--- src/rtl/pwm_pulse_decoder_pkg.sv ---
// Shared PWM position mapping and decoder FSM encodings.
// The servo generator uses the same BASE/STEP/POS_MAX defaults.
package pwm_pulse_decoder_pkg;

    localparam logic [1:0] ST_IDLE = 2'd0;
    localparam logic [1:0] ST_HIGH = 2'd1;
    localparam logic [1:0] ST_LOW  = 2'd2;

    localparam int unsigned PWM_BASE       = 50000;
    localparam int unsigned PWM_STEP       = 5000;
    localparam int unsigned PWM_POS_MAX    = 10;
    localparam int unsigned PWM_PERIOD_MAX = 1100000;

    function automatic logic [3:0] sat_inc(
        input logic [3:0] v,
        input logic [3:0] lim
    );
        return (v >= lim) ? v : v + 4'd1;
    endfunction

endpackage

--- src/rtl/pwm_pulse_decoder_if.sv ---
// Decoded PWM measurement bundle.
// The decoder drives it; control/display logic consumes it.
interface pwm_pulse_decoder_if #(
    parameter int CW = 20
);
    logic [3:0]    pos;
    logic [CW-1:0] width;
    logic [CW-1:0] period;
    logic          valid;
    logic          err_range;
    logic          err_timeout;

    modport master (
        output pos, width, period,
        output valid, err_range, err_timeout
    );

    modport slave (
        input pos, width, period,
        input valid, err_range, err_timeout
    );
endinterface

--- src/rtl/pwm_edge_sync.sv ---
// Two-flop synchroniser for the PWM pin plus an edge-detect flop.
module pwm_edge_sync (
    input  logic clk,
    input  logic reset,
    input  logic d,
    output logic level,
    output logic rise,
    output logic fall
);
    logic s1, s2, s3;

    always_ff @(posedge clk) begin
        if (reset) begin
            s1 <= 1'b0;
            s2 <= 1'b0;
            s3 <= 1'b0;
        end else begin
            s1 <= d;
            s2 <= s1;
            s3 <= s2;
        end
    end

    assign level = s2;
    assign rise  = s2 & ~s3;
    assign fall  = ~s2 & s3;
endmodule

--- src/rtl/pwm_pulse_decoder.sv ---
// Measures PWM high time and period and maps high time to a
// position code without a divider.
module pwm_pulse_decoder
    import pwm_pulse_decoder_pkg::*;
#(
    parameter int          CW         = 20,
    parameter int unsigned BASE       = PWM_BASE,
    parameter int unsigned STEP       = PWM_STEP,
    parameter int unsigned POS_MAX    = PWM_POS_MAX,
    parameter int unsigned PERIOD_MAX = PWM_PERIOD_MAX
) (
    input  logic clk,
    input  logic reset,
    input  logic pwm_in,
    pwm_pulse_decoder_if.master res
);
    // Clamp the timeout so the counters can never wrap.
    localparam longint unsigned CFULL = (64'd1 << CW) - 64'd1;
    localparam logic [CW-1:0] PMAX =
        CW'((longint'(PERIOD_MAX) > CFULL) ? CFULL
                                           : longint'(PERIOD_MAX));
    localparam logic [CW-1:0] BASE_C  = CW'(BASE);
    localparam logic [CW-1:0] STEP_M1 = CW'(STEP - 1);
    localparam logic [CW-1:0] ONE     = CW'(1);
    localparam logic [3:0]    PMX     = 4'(POS_MAX);
    localparam logic [3:0]    POVER   = 4'(POS_MAX + 1);

    logic          level, rise, fall;
    logic [1:0]    state;
    logic [CW-1:0] hcnt, pcnt, scnt;
    logic [CW-1:0] hcnt_nxt;
    logic [3:0]    acc;
    logic          ge_base;

    logic [3:0]    pos_q;
    logic [CW-1:0] width_q, period_q;
    logic          valid_q, err_range_q, err_to_q;

    pwm_edge_sync u_sync (
        .clk   (clk),
        .reset (reset),
        .d     (pwm_in),
        .level (level),
        .rise  (rise),
        .fall  (fall)
    );

    assign hcnt_nxt = hcnt + ONE;

    always_ff @(posedge clk) begin
        if (reset) begin
            state       <= ST_IDLE;
            hcnt        <= '0;
            pcnt        <= '0;
            scnt        <= '0;
            acc         <= '0;
            ge_base     <= 1'b0;
            pos_q       <= '0;
            width_q     <= '0;
            period_q    <= '0;
            valid_q     <= 1'b0;
            err_range_q <= 1'b0;
            err_to_q    <= 1'b0;
        end else begin
            valid_q <= 1'b0;
            unique case (state)
                ST_IDLE: begin
                    if (rise) begin
                        hcnt    <= ONE;
                        pcnt    <= ONE;
                        scnt    <= '0;
                        acc     <= '0;
                        ge_base <= (BASE_C <= ONE);
                        state   <= ST_HIGH;
                    end
                end
                ST_HIGH, ST_LOW: begin
                    if (rise) begin
                        width_q     <= hcnt;
                        period_q    <= pcnt;
                        valid_q     <= 1'b1;
                        err_to_q    <= 1'b0;
                        err_range_q <= ~ge_base | (acc > PMX);
                        pos_q       <= ~ge_base ? 4'd0
                                     : (acc > PMX) ? PMX : acc;
                        hcnt        <= ONE;
                        pcnt        <= ONE;
                        scnt        <= '0;
                        acc         <= '0;
                        ge_base     <= (BASE_C <= ONE);
                        state       <= ST_HIGH;
                    end else if (pcnt >= PMAX) begin
                        err_to_q <= 1'b1;
                        state    <= ST_IDLE;
                    end else begin
                        pcnt <= pcnt + ONE;
                        if (state == ST_HIGH && level) begin
                            hcnt <= hcnt_nxt;
                            // acc advances once every STEP cycles past BASE
                            if (hcnt_nxt == BASE_C) begin
                                ge_base <= 1'b1;
                                scnt    <= '0;
                                acc     <= '0;
                            end else if (ge_base) begin
                                if (scnt == STEP_M1) begin
                                    scnt <= '0;
                                    acc  <= sat_inc(acc, POVER);
                                end else begin
                                    scnt <= scnt + ONE;
                                end
                            end
                        end
                        if (state == ST_HIGH && fall)
                            state <= ST_LOW;
                    end
                end
                default: state <= ST_IDLE;
            endcase
        end
    end

    assign res.pos         = pos_q;
    assign res.width       = width_q;
    assign res.period      = period_q;
    assign res.valid       = valid_q;
    assign res.err_range   = err_range_q;
    assign res.err_timeout = err_to_q;
endmodule
--- src/flat_wrapper.sv ---
// flat-port wrapper written by rule: the top's interface ports become plain ports
module pwm_pulse_decoder_flat import pwm_pulse_decoder_pkg::*;
#(
    parameter int          CW         = 20,
    parameter int unsigned BASE       = PWM_BASE,
    parameter int unsigned STEP       = PWM_STEP,
    parameter int unsigned POS_MAX    = PWM_POS_MAX,
    parameter int unsigned PERIOD_MAX = PWM_PERIOD_MAX
)
  (clk, reset, pwm_in, res_pos, res_width, res_period, res_valid, res_err_range, res_err_timeout);
  pwm_pulse_decoder_if #(.CW(CW)) res_i ();
  input  logic clk;
  input  logic reset;
  input  logic pwm_in;
  output wire logic [$bits(res_i.pos)-1:0] res_pos;
  output wire logic [$bits(res_i.width)-1:0] res_width;
  output wire logic [$bits(res_i.period)-1:0] res_period;
  output wire logic [$bits(res_i.valid)-1:0] res_valid;
  output wire logic [$bits(res_i.err_range)-1:0] res_err_range;
  output wire logic [$bits(res_i.err_timeout)-1:0] res_err_timeout;
  assign res_pos = res_i.pos;
  assign res_width = res_i.width;
  assign res_period = res_i.period;
  assign res_valid = res_i.valid;
  assign res_err_range = res_i.err_range;
  assign res_err_timeout = res_i.err_timeout;
  pwm_pulse_decoder #(.CW(CW), .BASE(BASE), .STEP(STEP), .POS_MAX(POS_MAX), .PERIOD_MAX(PERIOD_MAX)) u_core (.clk(clk), .reset(reset), .pwm_in(pwm_in), .res(res_i));
endmodule
--- config.mk ---
export PLATFORM = sky130hd
export DESIGN_NAME = pwm_pulse_decoder_flat
export DESIGN_NICKNAME = d
export VERILOG_FILES = /design/src/rtl/pwm_pulse_decoder_pkg.sv /design/src/rtl/pwm_pulse_decoder_if.sv /design/src/rtl/pwm_edge_sync.sv /design/src/rtl/pwm_pulse_decoder.sv /design/src/flat_wrapper.sv
export SDC_FILE = /design/constraint.sdc
export NUM_CORES = 1
export LEC_CHECK = 0
export ABC_AREA = 1
export BUFFER_PORTS_ARGS = -buffer_cell sky130_fd_sc_hd__buf_2
export CAP_MARGIN = 20
export CORE_MARGIN = 2
export CORE_UTILIZATION = 54
export DETAILED_ROUTE_END_ITERATION = 10
export GPL_ROUTABILITY_DRIVEN = 0
export GPL_TIMING_DRIVEN = 0
export PLACE_DENSITY_LB_ADDON = 0.2
export SLEW_MARGIN = 30
export SYNTH_ARGS = -nofsm -noshare
export SYNTH_HDL_FRONTEND = slang
export SYNTH_SLANG_ARGS = --single-unit
--- constraint.sdc ---
create_clock -name clk -period 2.73 [get_ports clk]
set_input_delay 0.1365 -clock clk [delete_from_list [all_inputs] [get_ports clk]]
set_output_delay 0.1365 -clock clk [all_outputs]
set_load 0.01 [all_outputs]
==> flow_metrics.tcl, run 1 <==
set metrics [dict create \
    status "finished, final reports clean" \
    clockBufferDepth 2 \
    routed_wl_mm 14.5 \
    synthCells 811 \
    seq_area_frac_synth 0.407 \
    antenna_found_initial 0 \
    fill_cells 895 \
    hold_end "u_core.u_sync.s1" \
    synth_area_mm2 0.00575 \
    finalSetupViolations 0 \
    htree_num_levels 4 \
    die_h_um 107 \
    nets 893 \
    ys_ff_latch 117 \
    grt_max_degree 17 \
    power.density_mw_per_mm2 1030 \
    grt_pass1_vias 5315 \
    grt_pass1_wl_mm 24.4 \
    cap_violations 0 \
    ys.flop_type "dfxtp_1" \
    wl_per_cell_um 14.1 \
    pre_cts_slack_ns 0.174 \
    postSynthAreaPerCell_um2 7.09 \
    async_reset_ff_frac 0 \
    fin_crit_sh 0.919 \
    crit_path_end_kind "flop" \
    drt_iter0_markers 468 \
    ios 50 \
    area.sequential_mm2 0.00234 \
    row_count 37 \
    max-slew-margin-rel 0.605 \
    path_clk_slew_ns 0.06 \
    dp_hpwl_mm 10.5 \
    firstDrtPassIters 6 \
    finClkSkew_ns 0.00483 \
    tns_ns 0 \
    hold_viol 0 \
    worst_ep_arrival_time_ns 2.96 \
    worstHoldPathCells 4 \
    drive_above_1_share 0.140 \
    critical_path_peak_fanout 10 \
    worst_hold_path_type "input port to flop" \
    numCtsBuffers 17 \
    startpoint_type "flop" \
    r2r_start "u_core.pcnt[0]" \
    ys_types 43 \
    place_area_mm2 0.00616 \
    yosys.area.top_type "dfxtp_1" \
    portBuffers 49 \
    clk_latency_ns 0.53 \
    vias 5524 \
    worst_slew_pin_slew_ns 0.592 \
    yosysWarnings 0 \
    final_max_slew_viol_count 0 \
    yosysTopAreaCellShare 0.407 \
    multiInputGateArea_mm2 0.00290 \
    criticalPathCategory "flop to flop" \
    design_area_mm2 0.00680 \
    hold_start "pwm_in" \
    period_needed_ns 2.51 \
    synth_edf_count 0 \
    ir_worst_vdd_uv 561 \
    ant_nets 0 \
    clkSinkCount 117 \
    ctsRootBufferMaster "clkbuf_8" \
    r2r_cells 14 \
    cp.required_ns 3.18 \
    fmax_mhz 399 \
    via_per_inst 5.36 \
    cts_tree "yes" \
    synthTopCellsByArea "dfxtp_1 (41%), nand2_1 (9.0%), nor2_1 (7.2%)" \
    syn_nets 823 \
    grt_use_total 0.270 \
    power.leakage_nw 2.75 \
    die_x_um 107 \
    reg2reg_slack_ns 0.22 \
    die_area_mm2 0.0115 \
    final_common_cell "nand2_1" \
    area_growth_pct 18.3 \
    timing.final.ws_setup_ns 0.221 \
    grt_overflow_total 0 \
    n_antenna_cell 0 \
    r2r_end "u_core.hcnt[10]" \
    report.power.total_mw 6.99 \
    drc_errors 0 \
    layout_common_cells "nand2_1 (138), dfxtp_1 (117), nor2_1 (109), inv_1 (92), nand3_1 (77)" \
    core-area_mm2 0.0103 \
    rsz0062_at_grt "yes" \
    start_util 0.557 \
]
==> synth_stat cells (9+ instances only) <==
master / number
a211oi_1: 10
a21oi_1: 28
clkbuf_1: 16
dfxtp_1: 117
ha_1: 9
inv_1: 92
nand2_1: 138
nand2_2: 9
nand3_1: 78
nand4_1: 14
nor2_1: 110
nor3_1: 26
o21ai_0: 69
o21ai_1: 12
xor2_1: 22
==> metrics by stage <==
stage                      util  instances  hold WS, ns
after floorplan               -        811        0.242
after global placement    0.597        996        0.360
after detailed placement  0.597        996        0.367
after CTS                 0.657       1030        0.349
after global routing      0.659       1030        0.399
final                     0.659       1030        0.368
==> critical path, cell delays in order (launching register included) <==
cell      delay [ns]
dfxtp_1         0.33
ha_1            0.20
nand2_1         0.09
nor2_1          0.14
nand2_1         0.11
nor3_1          0.15
nand3_1         0.16
inv_1           0.11
nand2_1         0.06
nand2_2         0.16
nor2_4          0.10
a21oi_2         0.18
clkbuf_2        0.28
o21ai_0         0.18
a21oi_1         0.18
==> registers in the layout, indices dropped and copies added (netlist names) <==
signal	cells
u_core.acc	4
u_core.res.period	20
u_core.scnt	20
u_core.res.err_range	1
u_core.u_sync.s1	1
u_core.res.pos	4
u_core.res.valid	1
u_core.u_sync.level	1
u_core.res.width	20
u_core.hcnt	20
u_core.ge_base	1
u_core.state	2
u_core.pcnt	20
u_core.res.err_timeout	1
u_core.u_sync.s3	1
==> per-layer routing <==
| metal | vias up | routed length [µm] | GRT usage | share of wire |
|---|---|---|---|---|
| li1 | 2794 | - | - | - |
| met1 | 2562 | 6450 | 0.334 | 0.44 |
| met2 | 143 | 7070 | 0.445 | 0.49 |
| met3 | 25 | 707 | 0.0754 | 0.049 |
| met4 | 0 | 284 | 0.101 | 0.020 |
| met5 | - | 0 | 0 | 0 |
==> cell type report <==
| type | instances | share of cell area |
|---|---|---|
| repair buffers | 51 | 0.0390 |
| clock inverters | 8 | 0.0179 |
| inverters | 97 | 0.0554 |
| flip-flops and latches | 117 | 0.344 |
| clock buffers | 24 | 0.0707 |
| multi-input cells | 568 | 0.427 |
| well taps | 136 | 0.0250 |
| plain buffers | 29 | 0.0204 |
==> where the power goes <==
part / switching [mW] / internal, mW / total, mW / leakage, nW
Sequential: 0.281 / 2.00 / 2.28 / 0.949
Combinational: 1.70 / 0.768 / 2.47 / 1.51
Clock: 0.764 / 1.48 / 2.25 / 0.295
==> repair_timing <==
action | CTS | global route
setup endpoints to repair | 0 | 25
hold endpoints to repair | 6 | 0
setup buffers | 0 | 0
gates resized for setup | 0 | 5
hold buffers | 2 | 0
==> logic make-up (layout without fill, tap and decap cells) <==
kind of cell,Yosys count,after routing,synth area share
and+or+nand+nor,398,398,0.314
AOI/OAI and AO/OA,137,137,0.133
xor gates and xnor gates,24,24,0.0366
DFF,117,117,0.407
buffers and inverters,126,209,0.0897
adders and majority gates,9,9,0.0196
==> worst max path at each step <==
stage,from,endpoint,slack (ns),cells after the start
6_report,u_core.pcnt[0],u_core.hcnt[10],0.22,14
5_1_grt,u_core.hcnt[0],u_core.scnt[0],-0.02,14
4_1_cts,u_core.state[0],u_core.scnt[13],0.13,10
3_5_place_dp,u_core.state[0],u_core.scnt[13],0.17,10
3_3_place_gp,u_core.state[0],u_core.scnt[3],0.23,10
2_1_floorplan,u_core.hcnt[0],u_core.scnt[15],0.63,16
Power figures use the tool's default switching activity.
==> inputs of run 2 (changes only) <==
Settings changed: CORE_MARGIN 2 to 3.
==> run 2 against run 1 <==
Against the previous run: cell count is 0.19% lower; first-iteration DRC count fell by 23%; register-to-register slack worse by 0.02 ns; cell area is 1.4% lower; sequential share of layout area rose by 0.49 points; largest power group unchanged.
==> flow_metrics.tcl, run 2 (same netlist as run 1, synthesis figures left out) <==
set metrics [dict create \
    status "finished, final reports clean" \
    row_count 37 \
    fill_cells 908 \
    critPathBufInv 3 \
    n_antenna_cell 0 \
    vias 5624 \
    grt_max_degree 17 \
    finalSetupViolations 0 \
    post_cts_buffers 0 \
    worst_ep_arrival_time_ns 2.95 \
    r2r_cells 14 \
    fin_crit_sh 0.925 \
    startpoint_type "flop" \
    drt_iter0_markers 361 \
    ctsRootBufferMaster "clkbuf_8" \
    routed_wl_mm 14.6 \
    final_common_cell "nand2_1" \
    critPathMaxStageDelay_ns 0.34 \
    cap_violations 0 \
    worstSetupStartpoint "u_core.pcnt[0]" \
    grt_overflow_total 0 \
    worstHoldPathCells 4 \
    drive_above_1_share 0.139 \
    die_area_mm2 0.0119 \
    die_h_um 109 \
    dp_hpwl_mm 10.6 \
    critical_path_peak_fanout 10 \
    nets 893 \
    reg2reg_slack_ns 0.20 \
    fmax_mhz 396 \
    grt_pass1_vias 5193 \
    ir_worst_vdd_uv 557 \
    final_max_slew_viol_count 0 \
    criticalPathCategory "flop to flop" \
    critPathMostFrequentCell "nand2_1" \
    drc_errors 0 \
    fin_util 0.650 \
    cts_tree "yes" \
    cp-endpoint "u_core.ge_base" \
    core-area_mm2 0.0103 \
    finClkSkew_ns 0.00792 \
    antenna_found_initial 0 \
    rsz0062_at_grt "no" \
    ios 50 \
    grt_use_total 0.256 \
    die_x_um 109 \
    area_growth_pct 16.7 \
    power.density_mw_per_mm2 993 \
    via_per_inst 5.47 \
    firstDrtPassIters 6 \
    cpMaxStageDelayCell "dfxtp_1" \
    start_util 0.557 \
    layout_common_cells "nand2_1 (138), dfxtp_1 (116), nor2_1 (107), inv_1 (92), nand3_1 (77)" \
    clkSinkCount 117 \
    grt_pass1_wl_mm 23.9 \
    htree_num_levels 4 \
    wl_per_cell_um 14.2 \
    ant_nets 0 \
    crit_path_end_kind "flop" \
    clk_latency_ns 0.53 \
    critPathTopFamily "simple AND/OR/NAND/NOR gates" \
    path_clk_slew_ns 0.05 \
    period_needed_ns 2.53 \
    r2r_end "u_core.ge_base" \
    power.leakage_nw 2.70 \
    clockBufferDepth 2 \
    r2r_start "u_core.pcnt[0]" \
    cp.depth 14 \
    crit_path_cell_trace "ha_1 -> nand2_1 -> nor2_1 -> nand2_1 -> nor3_1 -> nand3_1 -> inv_1 -> nand2_1 -> nand2_2 -> inv_1 -> nand2_2 -> buf_4 -> nor2_1 -> o21a_1" \
    cp.required_ns 3.16 \
    numCtsBuffers 17 \
    hold_viol 0 \
    portBuffers 49 \
    max-slew-margin-rel 0.601 \
    worst_hold_path_type "input port to flop" \
    tns_ns 0 \
    worst_slew_pin_slew_ns 0.598 \
]
[run 2: worst min-delay path by stage]
| stage | startpoint | end | slack, ns |
|---|---|---|---|
| global route | pwm_in | u_core.u_sync.s1 | 0.38 |
| CTS | pwm_in | u_core.u_sync.s1 | 0.34 |
| finish | pwm_in | u_core.u_sync.s1 | 0.37 |
| floorplan | reset | u_core.res.valid | 0.24 |
| global placement | pwm_in | u_core.u_sync.s1 | 0.37 |
| detailed placement | pwm_in | u_core.u_sync.s1 | 0.37 |
[run 2: cell type report]
| cell class | count | area (µm²) | share of cell area |
|---|---|---|---|
| buffer | 29 | 139 | 0.0207 |
| clock buffer | 25 | 464 | 0.0692 |
| clock inverter | 5 | 27.5 | 0.00410 |
| inverter | 97 | 377 | 0.0562 |
| multi-input combinational | 568 | 2920 | 0.435 |
| sequential | 117 | 2340 | 0.349 |
| tap | 136 | 170 | 0.0254 |
| timing repair buffer | 51 | 265 | 0.0396 |
[run 2: repair_timing]
| item | CTS | global route |
|---|---|---|
| gates resized for setup | 0 | 9 |
| hold endpoints to repair | 5 | 0 |
| setup endpoints to repair | 0 | 40 |
| hold buffers | 2 | 0 |
[run 2: report_power, final]
part	switching, mW	total, mW	leakage [nW]	internal (mW)
combinational	1.72	2.50	1.51	0.776
clock	0.740	1.88	0.242	1.14
sequential	0.279	2.28	0.949	2.00
total	2.74	6.66	2.70	3.92
[run 2: stage by stage]
stage	setup slack (ns)	power, mW	hold WS (ns)	instances	area [µm²]
floorplan	0.633	4.09	0.242	811	5750
global placement	0.221	4.63	0.365	996	6160
detailed placement	0.109	4.73	0.368	996	6160
CTS	0.0918	6.63	0.343	1028	6680
global route	0.0102	7.11	0.382	1028	6710
finish	0.204	6.66	0.371	1028	6710
[run 2: per-layer routing]
metal  vias up  GRT usage  wire [µm]
met4         0      0.141        411
met3        40     0.0669        970
met5         -          0          0
met2       185      0.417       6970
li1       2794          -          -
met1      2605      0.309       6260
[run 2: worst register-to-register path: cells and delay by family, from the launching register on]
kind / cells / cell delay, ns
simple gates: 9 / 1.19
buf+inv: 3 / 0.51
flops: 1 / 0.34
fa+ha+maj: 1 / 0.21
compound gates: 1 / 0.17
